**src/rtl/power_mux_scheduler.sv**
```systemverilog
// power_mux_scheduler: scans the voltage-sense mux, majority-samples the comparator per
// channel and drops the kill-switch on persistent faults. Optional build macro: POWER_MUX_SOFTSTART_EN.
module power_mux_scheduler #(
  parameter int NUM_CH        = 8,
  parameter int SETTLE_CYCLES = 500,
  parameter int SAMPLE_CYCLES = 64,
  parameter int FAULT_LIMIT   = 3
) (
  input  logic       clk,
  input  logic       reset,
  input  logic       enable,
  input  logic       data_in,
  input  logic [7:0] ch_mask,
  input  logic       kill_req,
  input  logic       rearm,
  output logic [2:0] mux,
  output logic       power,
  output logic [7:0] ch_status,
  output logic [2:0] fault_ch,
  output logic       killed,
  output logic       scan_done
);

  localparam int SET_W = $clog2(SETTLE_CYCLES + 1);
  localparam int SMP_W = $clog2(SAMPLE_CYCLES + 1);
  localparam int FLT_W = $clog2(FAULT_LIMIT + 1);

  localparam logic [SET_W-1:0] SETTLE_LOAD = SET_W'(SETTLE_CYCLES);
  localparam logic [SMP_W-1:0] SAMPLE_LAST = SMP_W'(SAMPLE_CYCLES - 1);
  localparam logic [SMP_W-1:0] HALF        = SMP_W'(SAMPLE_CYCLES / 2);
  localparam logic [FLT_W-1:0] LIMIT       = FLT_W'(FAULT_LIMIT);
  localparam logic [2:0]       LAST_CH     = 3'(NUM_CH - 1);
  localparam logic [7:0]       CH_VALID    = 8'((1 << NUM_CH) - 1);

  localparam logic [1:0] ST_IDLE   = 2'd0;
  localparam logic [1:0] ST_SETTLE = 2'd1;
  localparam logic [1:0] ST_SAMPLE = 2'd2;
  localparam logic [1:0] ST_UPDATE = 2'd3;

  logic [1:0]       state_q, state_d;
  logic [SET_W-1:0] set_cnt_q, set_cnt_d;
  logic [SMP_W-1:0] smp_cnt_q, smp_cnt_d;
  logic [SMP_W-1:0] ones_q, ones_d;
  logic [2:0]       mux_q, mux_d;
  logic [7:0]       status_q, status_d;
  logic [2:0]       fault_ch_q, fault_ch_d;
  logic             killed_q, killed_d;
  logic             done_q, done_d;
  logic [1:0]       sync_q;
  logic [FLT_W-1:0] flt_cnt_q [8];
  logic [FLT_W-1:0] flt_cnt_d [8];

  logic             cur_good, masked, fault_active, fault_hit;
  logic [FLT_W-1:0] flt_cur, flt_next;

`ifdef POWER_MUX_SOFTSTART_EN
  logic soft_q, soft_d;
  logic started_q, started_d;
  logic ok_q, ok_d;
  logic chan_ok;
`endif

  always_comb begin
    // NOTE: every _d starts from its _q, so no path through this block can infer a latch.
    state_d    = state_q;
    set_cnt_d  = set_cnt_q;
    smp_cnt_d  = smp_cnt_q;
    ones_d     = ones_q;
    mux_d      = mux_q;
    status_d   = status_q;
    fault_ch_d = fault_ch_q;
    killed_d   = killed_q;
    done_d     = 1'b0;
    flt_cnt_d  = flt_cnt_q;

    cur_good = (ones_q > HALF);
    masked   = ch_mask[mux_q];
    flt_cur  = flt_cnt_q[mux_q];
    if (masked && !cur_good) flt_next = (flt_cur == LIMIT) ? LIMIT : flt_cur + FLT_W'(1);
    else                     flt_next = '0;

`ifdef POWER_MUX_SOFTSTART_EN
    soft_d       = soft_q;
    started_d    = started_q;
    ok_d         = ok_q;
    chan_ok      = cur_good | ~masked;
    fault_active = !killed_q && !soft_q;
`else
    fault_active = !killed_q;
`endif
    fault_hit = fault_active && (flt_next == LIMIT);

    case (state_q)
      ST_IDLE: begin
        if (enable) begin
          state_d   = ST_SETTLE;
          set_cnt_d = SETTLE_LOAD;
        end
      end
      ST_SETTLE: begin
        if (set_cnt_q == '0) begin
          state_d   = ST_SAMPLE;
          ones_d    = '0;
          smp_cnt_d = '0;
        end else begin
          set_cnt_d = set_cnt_q - SET_W'(1);
        end
      end
      ST_SAMPLE: begin
        if (sync_q[1]) ones_d = ones_q + SMP_W'(1);
        smp_cnt_d = smp_cnt_q + SMP_W'(1);
        if (smp_cnt_q == SAMPLE_LAST) state_d = ST_UPDATE;
      end
      default: begin  // ST_UPDATE
        status_d[mux_q] = cur_good;
        // Counters are frozen whenever power is already held off.
        if (fault_active) flt_cnt_d[mux_q] = flt_next;
        if (fault_hit) begin
          fault_ch_d = mux_q;
          killed_d   = 1'b1;
        end else if (mux_q == LAST_CH) begin
          mux_d  = 3'd0;
          done_d = 1'b1;
        end else begin
          mux_d = mux_q + 3'd1;
        end
`ifdef POWER_MUX_SOFTSTART_EN
        if (soft_q) begin
          started_d = started_q | (mux_q == 3'd0);
          ok_d      = ((mux_q == 3'd0) ? 1'b1 : ok_q) & chan_ok;
          if ((mux_q == LAST_CH) && (started_q || (mux_q == 3'd0)) && ok_d && !killed_q)
            soft_d = 1'b0;
        end
`endif
        state_d   = enable ? ST_SETTLE : ST_IDLE;
        set_cnt_d = SETTLE_LOAD;
      end
    endcase

    // Rearm restarts the current channel; a simultaneous kill_req overrides it.
    if (killed_q && rearm && !kill_req) begin
      killed_d = 1'b0;
      for (int i = 0; i < 8; i++) flt_cnt_d[i] = '0;
      state_d   = enable ? ST_SETTLE : ST_IDLE;
      set_cnt_d = SETTLE_LOAD;
`ifdef POWER_MUX_SOFTSTART_EN
      soft_d    = 1'b1;
      started_d = 1'b0;
      ok_d      = 1'b0;
`endif
    end

    if (kill_req) killed_d = 1'b1;
  end

  always_ff @(posedge clk or posedge reset) begin
    if (reset) begin
      state_q    <= ST_IDLE;
      set_cnt_q  <= '0;
      smp_cnt_q  <= '0;
      ones_q     <= '0;
      mux_q      <= '0;
      status_q   <= '0;
      fault_ch_q <= '0;
      killed_q   <= 1'b0;
      done_q     <= 1'b0;
      sync_q     <= '0;
      // NOTE: the fault counters are a small register array that must start cleared, so it is reset like any other state.
      for (int i = 0; i < 8; i++) flt_cnt_q[i] <= '0;
`ifdef POWER_MUX_SOFTSTART_EN
      soft_q     <= 1'b1;
      started_q  <= 1'b0;
      ok_q       <= 1'b0;
`endif
    end else begin
      // NOTE: sequential state uses non-blocking assignments so all registers update together.
      state_q    <= state_d;
      set_cnt_q  <= set_cnt_d;
      smp_cnt_q  <= smp_cnt_d;
      ones_q     <= ones_d;
      mux_q      <= mux_d;
      status_q   <= status_d;
      fault_ch_q <= fault_ch_d;
      killed_q   <= killed_d;
      done_q     <= done_d;
      sync_q     <= {sync_q[0], data_in};
      flt_cnt_q  <= flt_cnt_d;
`ifdef POWER_MUX_SOFTSTART_EN
      soft_q     <= soft_d;
      started_q  <= started_d;
      ok_q       <= ok_d;
`endif
    end
  end

  assign mux       = mux_q;
  assign ch_status = status_q & CH_VALID;
  assign fault_ch  = fault_ch_q;
  assign killed    = killed_q;
  assign scan_done = done_q;
`ifdef POWER_MUX_SOFTSTART_EN
  assign power     = ~killed_q & ~soft_q;
`else
  assign power     = ~killed_q;
`endif

endmodule

```
**config.mk**
```make
export PLATFORM = sky130hd
export DESIGN_NAME = power_mux_scheduler
export DESIGN_NICKNAME = d
export VERILOG_FILES = /design/src/rtl/power_mux_scheduler.sv
export SDC_FILE = /design/constraint.sdc
export NUM_CORES = 1
export LEC_CHECK = 0
export CORE_MARGIN = 2
export CORE_UTILIZATION = 55
export CTS_CLUSTER_SIZE = 14
export DETAILED_ROUTE_END_ITERATION = 6
export GPL_ROUTABILITY_DRIVEN = 0
export PLACE_DENSITY = 0.79
export SETUP_SLACK_MARGIN = 0.5
export SLEW_MARGIN = 10
export SYNTH_ARGS = -nofsm -noshare
export SYNTH_HDL_FRONTEND = slang
export SYNTH_SLANG_ARGS = --single-unit
```
**constraint.sdc**
```tcl
create_clock -name clk -period 3 [get_ports clk]
set_input_delay 0.45 -clock clk [delete_from_list [all_inputs] [get_ports clk]]
set_output_delay 0.45 -clock clk [all_outputs]
set_load 0.01 [all_outputs]
```
# Word level (Yosys, flattened, before mapping)

Index checks and enable logic that the tools add are counted.
Widths: inputs -> output; s select.

Bits in registers: 59
Output and inout bits: 17
Logic and storage cells: 108

Mux-type cells: 38
Eq/ne operators: 16
Add/sub/neg operators: 5
Bitwise operators: 4
Reduce and logical (&&, ||, !) cells: 22
$lt $le $gt $ge: 5

Operator list:

| cell                | count |
|---|---|
| $mux 16             | 3 |
| $pmux 7 s2          | 2 |
| $mux 9              | 3 |
| $pmux 9 s3          | 1 |
| $mux 2              | 9 |
| $bwmux 16           | 1 |
| $add 7x1->7 const B | 2 |
| $mux 7              | 2 |
| $ne 3x3->1 const B  | 4 |
| $mux 1              | 10 |
| $reduce_and 2->1    | 5 |
| $logic_not 9->1     | 1 |
| $reduce_and 3->1    | 3 |
| $sub 9x1->9 const B | 1 |
| $bwmux 8            | 1 |
| $eq 7x6->1 const B  | 1 |
| $gt 7x6->1 const B  | 1 |
| $bmux 2 s3          | 1 |
| $demux 2 s3         | 1 |
| $eq 2x2->1 const B  | 3 |
| $logic_and 1x1->1   | 6 |
| $ne 2x2->1 const B  | 3 |
| $pmux 2 s3          | 1 |
| $ge 4x4->1 const B  | 1 |
| 19 further kinds    | 24 |

# Logic depth before layout (Yosys ltp)

Depth in word-level cells: 13
Depth in mapped cells: 9
Mapped depth without buffers: 7

# Worst setup path after synthesis

Ideal clock, no wire load.

Path type: reg2reg
From: register ones_q[0]
To: register mux_q[0], in the netlist mux[0]
Cell stages (with the launch flop): 8
Period minus slack after synthesis: 2.319 ns
Arrival time: 2.194 ns
Path buffers: 0
Path slack: 0.681 ns
Data required time: 2.875 ns
Setup time: 0.125 ns
Cells stage by stage: dfrtp_1 -> inv_1 -> ha_1 -> or4b_1 -> a21o_1 -> a221o_1 -> o31a_1 -> mux2_4

Word-level cells in the longest chain between the ends: 8

RTL lines:

| element                    | line | source |
|---|---|---|
| start, declared            | 43   | `logic [SMP_W-1:0] ones_q, ones_d;` |
| start signal, assigned     | 180  | `ones_q <= ones_d;` |
| $gt 7x6->1                 | 76   | `cur_good = (ones_q > HALF);` |
| $logic_not 1->1            | 79   | `if (masked && !cur_good) flt_next = (flt_cur == LIMIT) ? LIMIT : flt_cur + FLT_W'(1);` |
| $logic_and 1x1->1          | 79   |  |
| $mux 2                     | 79   |  |
| $eq 2x2->1                 | 91   | `fault_hit = fault_active && (flt_next == LIMIT);` |
| $logic_and 1x1->1          | 91   |  |
| $not 1->1 (no line)        | n/a  |  |
| $reduce_and 2->1 (no line) | n/a  |  |
| end signal, assigned       | 181  | `mux_q <= mux_d;` |
| end, declared              | 44   | `logic [2:0] mux_q, mux_d;` |

Every way passes these cells.
A chain may end at the register's enable or synchronous reset.

# Worst setup path in the final report

Same ends and word-level chain as after synthesis.

==> flow_summary.yaml <==
die:
  start_util_pct: 56.92
  dieArea_um2: 6319
  rows: 27
  die_width_um: 79.49
  ios: 31
  core_area_um2: 5507
  die_y_um: 79.49
timing:
  setup_viol_count_final: 0
  hold_viol: 0
  tightest_slew_ns: 0.7458
  rsz0062_at_grt: "yes"
  finalCriticalPeriod_ns: 2.501
  clock.fmax_ghz: 0.3998
  fin_skew_ns: 0.003684
  relSlewSlack_pct: 50.28
  tns_ns: 0
  drv_slew: 0
  post-route-period-util_pct: 83.37
placed_design:
  numPortBuffers: 30
  placed_cells: 411
  hpwlAfterDp_mm: 4.834
global_routing:
  antenna_found_initial: 0
  grt_overflow: 0
  track_usage_pct: 24.59
  grt_pass1_vias: 2451
  grt_max_degree: 60
  grt_pass1_wl_mm: 11.90
final_layout:
  final_cell_count_no_fill: 433
  nFillCells: 400
  diodes: 0
  layout.area.seq_um2: 1478
  drive_above_1_share_pct: 15.79
  syn_to_final_growth_pct: 21.16
  finalNetCount: 380
  multi_input_area_um2: 1573
detailed_routing:
  dr.pass1.iters: 5
  viasPerCell: 6.028
  drt_wl_total_mm: 7.209
  ant_nets: 0
  vias: 2610
  drc: 0
  drt_iter0_markers: 252
  detail_route.wl_per_cell_um: 16.65
pwr:
  total_power_w: 0.003166
  leakagePower_nw: 1.652
  ir_drop_uv: 473.7
  p_per_area_nw_per_um2: 833.7
setup_path:
  worstPathCellList: "inv_1 > ha_1 > or4b_4 > a21o_4 > a221o_1 > o31a_1 > mux2_4"
  critical_path_arrival_ns: 2.73
  startpoint_type: "register"
  required_ns: 3.22
  worstPathMaxFanout: 6
  path_class: "register to register"
  worst_setup_path_end_kind: "register"
  slowest_delay_ns: 0.46
  cp_slowest_cell: "or4b_4"
clocking:
  clock_path_buffers: 2
  cts-hold-fix-buffers: 0
  clkTransAtPathRegs_ns: 0.07
  h-tree-depth: 3
  clk_latency_ns: 0.34
  root_buffer: "clkbuf_8"
  cts_buffers: 9
  cts_num_sinks: 59
  cts_tree: "done"
synth:
  yosysSeqAreaShare_pct: 47.11
  postSynth.asyncResetShare_pct: 100.0
  synth_edf_count: 0
  synth.net_count: 337
  ys_ff_latch: 59
  yosys_warnings: 0
  netlist_area_um2: 3134
  syn_avg_cell_area_um2: 10.01
  synth_cell_types: 50
  synth_flop_cell: "dfrtp_1"
  postSynthCellCount: 313
outcome:
  status: "finished clean"
run:
  drv_cap: 0
worst_hold_path:
  holdCritPathClass: "register to register"
## sequential cells by signal (all words and copies together), names as in the netlist
name and count:
fault_ch 3, scan_done 1, killed 1, set_cnt_q 9
flt_cnt_q 16, state_q 2, smp_cnt_q 7, mux 3
ones_q 7, ch_status 8, sync_q 2
## repair_timing
action                     in CTS  in global routing
setup endpoints to repair       6                 23
resized for setup               3                  4
setup buffers                   0                  6
pin swaps                       1                  3
## synthesized netlist by cell type, types with 2 or more instances
| library cell | n | area share [%] |
|---|---|---|
| inv_1 | 16 | 1.9 |
| ha_1 | 10 | 4.0 |
| mux4_2 | 2 | 1.4 |
| a31oi_1 | 3 | 0.60 |
| nand3_1 | 18 | 2.9 |
| nand2b_1 | 6 | 1.2 |
| or4_1 | 2 | 0.48 |
| buf_2 | 2 | 0.32 |
| o21ai_1 | 3 | 0.48 |
| o21ai_0 | 24 | 3.8 |
| a221o_1 | 3 | 0.96 |
| and3_1 | 2 | 0.40 |
| clkbuf_1 | 9 | 1.1 |
| nand4_1 | 3 | 0.60 |
| o31a_1 | 2 | 0.56 |
| a41oi_1 | 3 | 0.84 |
| nand2_1 | 30 | 3.6 |
| a22o_1 | 5 | 1.4 |
| nor2b_1 | 5 | 1.0 |
| mux2_2 | 15 | 5.4 |
| a21o_1 | 4 | 0.96 |
| or3_1 | 2 | 0.40 |
| o221ai_1 | 2 | 0.56 |
| dfrtp_1 | 59 | 47 |
| a21oi_1 | 8 | 1.3 |
| nor3_1 | 12 | 1.9 |
| and2_1 | 4 | 0.80 |
| o22a_1 | 2 | 0.56 |
| mux2_4 | 3 | 1.4 |
| o31ai_1 | 4 | 0.96 |
| mux2i_1 | 10 | 3.2 |
| nor2_1 | 19 | 2.3 |
| a31o_2 | 2 | 0.56 |
| xnor2_1 | 3 | 0.84 |
## where the power goes
part	switching, W	internal [W]	total [W]	leakage [nW]
Clock	0.000314	0.000390	0.000705	0.0997
Sequential	0.000203	0.000942	0.00114	0.764
Combinational	0.000715	0.000602	0.00132	0.788
## worst paths after layout
kind	startpoint	endpoint	depth (start not counted)	slack [ns]
worst max-delay path	ones_q[0]	mux[0]	7	0.50
worst max register to register	ones_q[0]	mux[0]	7	0.50
worst min-delay path	sync_q[0]	sync_q[1]	0	0.36
min in group asynchronous	reset	smp_cnt_q[5]	3	0.64
worst min register to register	sync_q[0]	sync_q[1]	0	0.36
max in group asynchronous	reset	mux[0]	3	1.83
## critical path: cells and delay by family, from the launching register on
family                     cells  cell delay, ns
AOI/OAI and AO/OA              3            0.95
and+or+nand+nor                1            0.46
DFF                            1            0.43
muxes                          1            0.33
adders and majority gates      1            0.14
buffers and inverters          1            0.08
## metal layers
metal  wire length [µm]  vias to the layer above  track usage [%]
met5                  0                        -                0
met1               3386                     1278            34.46
met3                407                       15            3.281
li1                   -                     1235                -
met4                140                        0            12.07
met2               3275                       82            37.73
## final cells by class
cell class | count | area share, %
clock buffer | 15 | 4.909
clock inverter | 1 | 0.1318
inverter | 16 | 1.582
multi-input combinational | 226 | 41.42
sequential | 59 | 38.91
tap | 72 | 2.372
timing repair buffer | 44 | 10.68
## cells in the final DEF, fill, tap and decap left out, types with 2 or more instances in the layout
cell             synthesis  routed
buf_4                    0      14
and2_1                   4       4
a31o_2                   2       2
clkbuf_8                 0      13
or4_1                    2       2
a221o_1                  3       3
a21o_1                   4       3
mux4_2                   2       2
mux2_4                   3       3
a21oi_1                  8       8
nand4_1                  3       3
nor2_1                  19      19
clkbuf_1                 9       2
nor2b_1                  5       5
o31ai_1                  4       4
nand2b_1                 6       6
inv_1                   16      15
nand2_1                 30      30
o21ai_0                 24      23
o21ai_1                  3       4
xnor2_1                  3       3
nor3_1                  12      11
nand3_1                 18      18
mux2_2                  15      15
mux2i_1                 10      10
dfrtp_1                 59      58
a22o_1                   5       5
and3_1                   2       2
clkdlybuf4s50_1          0      30
o31a_1                   2       2
or3_1                    2       2
ha_1                    10      10
a41oi_1                  3       3
o22a_1                   2       2
o221ai_1                 2       2
a31oi_1                  3       3
## metrics by stage
step	worst slack [ns]	hold slack, ns	instance area [µm²]	utilization, %
after floorplan	0.6811	0.3312	3134	-
after global placement	0.5527	0.3524	3537	64.24
after detailed placement	0.4034	0.3441	3537	64.24
after CTS	0.5097	0.3592	3742	67.96
after global routing	0.4171	0.3667	3797	68.96
final	0.4989	0.3584	3797	68.96
## kinds of logic after synthesis
group | Yosys count | synth area share, %
buffers and inverters | 28 | 3.433
AND/OR/NAND/NOR | 110 | 17.45
AO/OA/AOI/OAI | 73 | 15.73
XOR/XNOR | 3 | 0.8385
multiplexers | 30 | 11.46
flip-flops | 59 | 47.11
adder cells (fa/ha/maj) | 10 | 3.992
(Power assumes the default switching activity.)
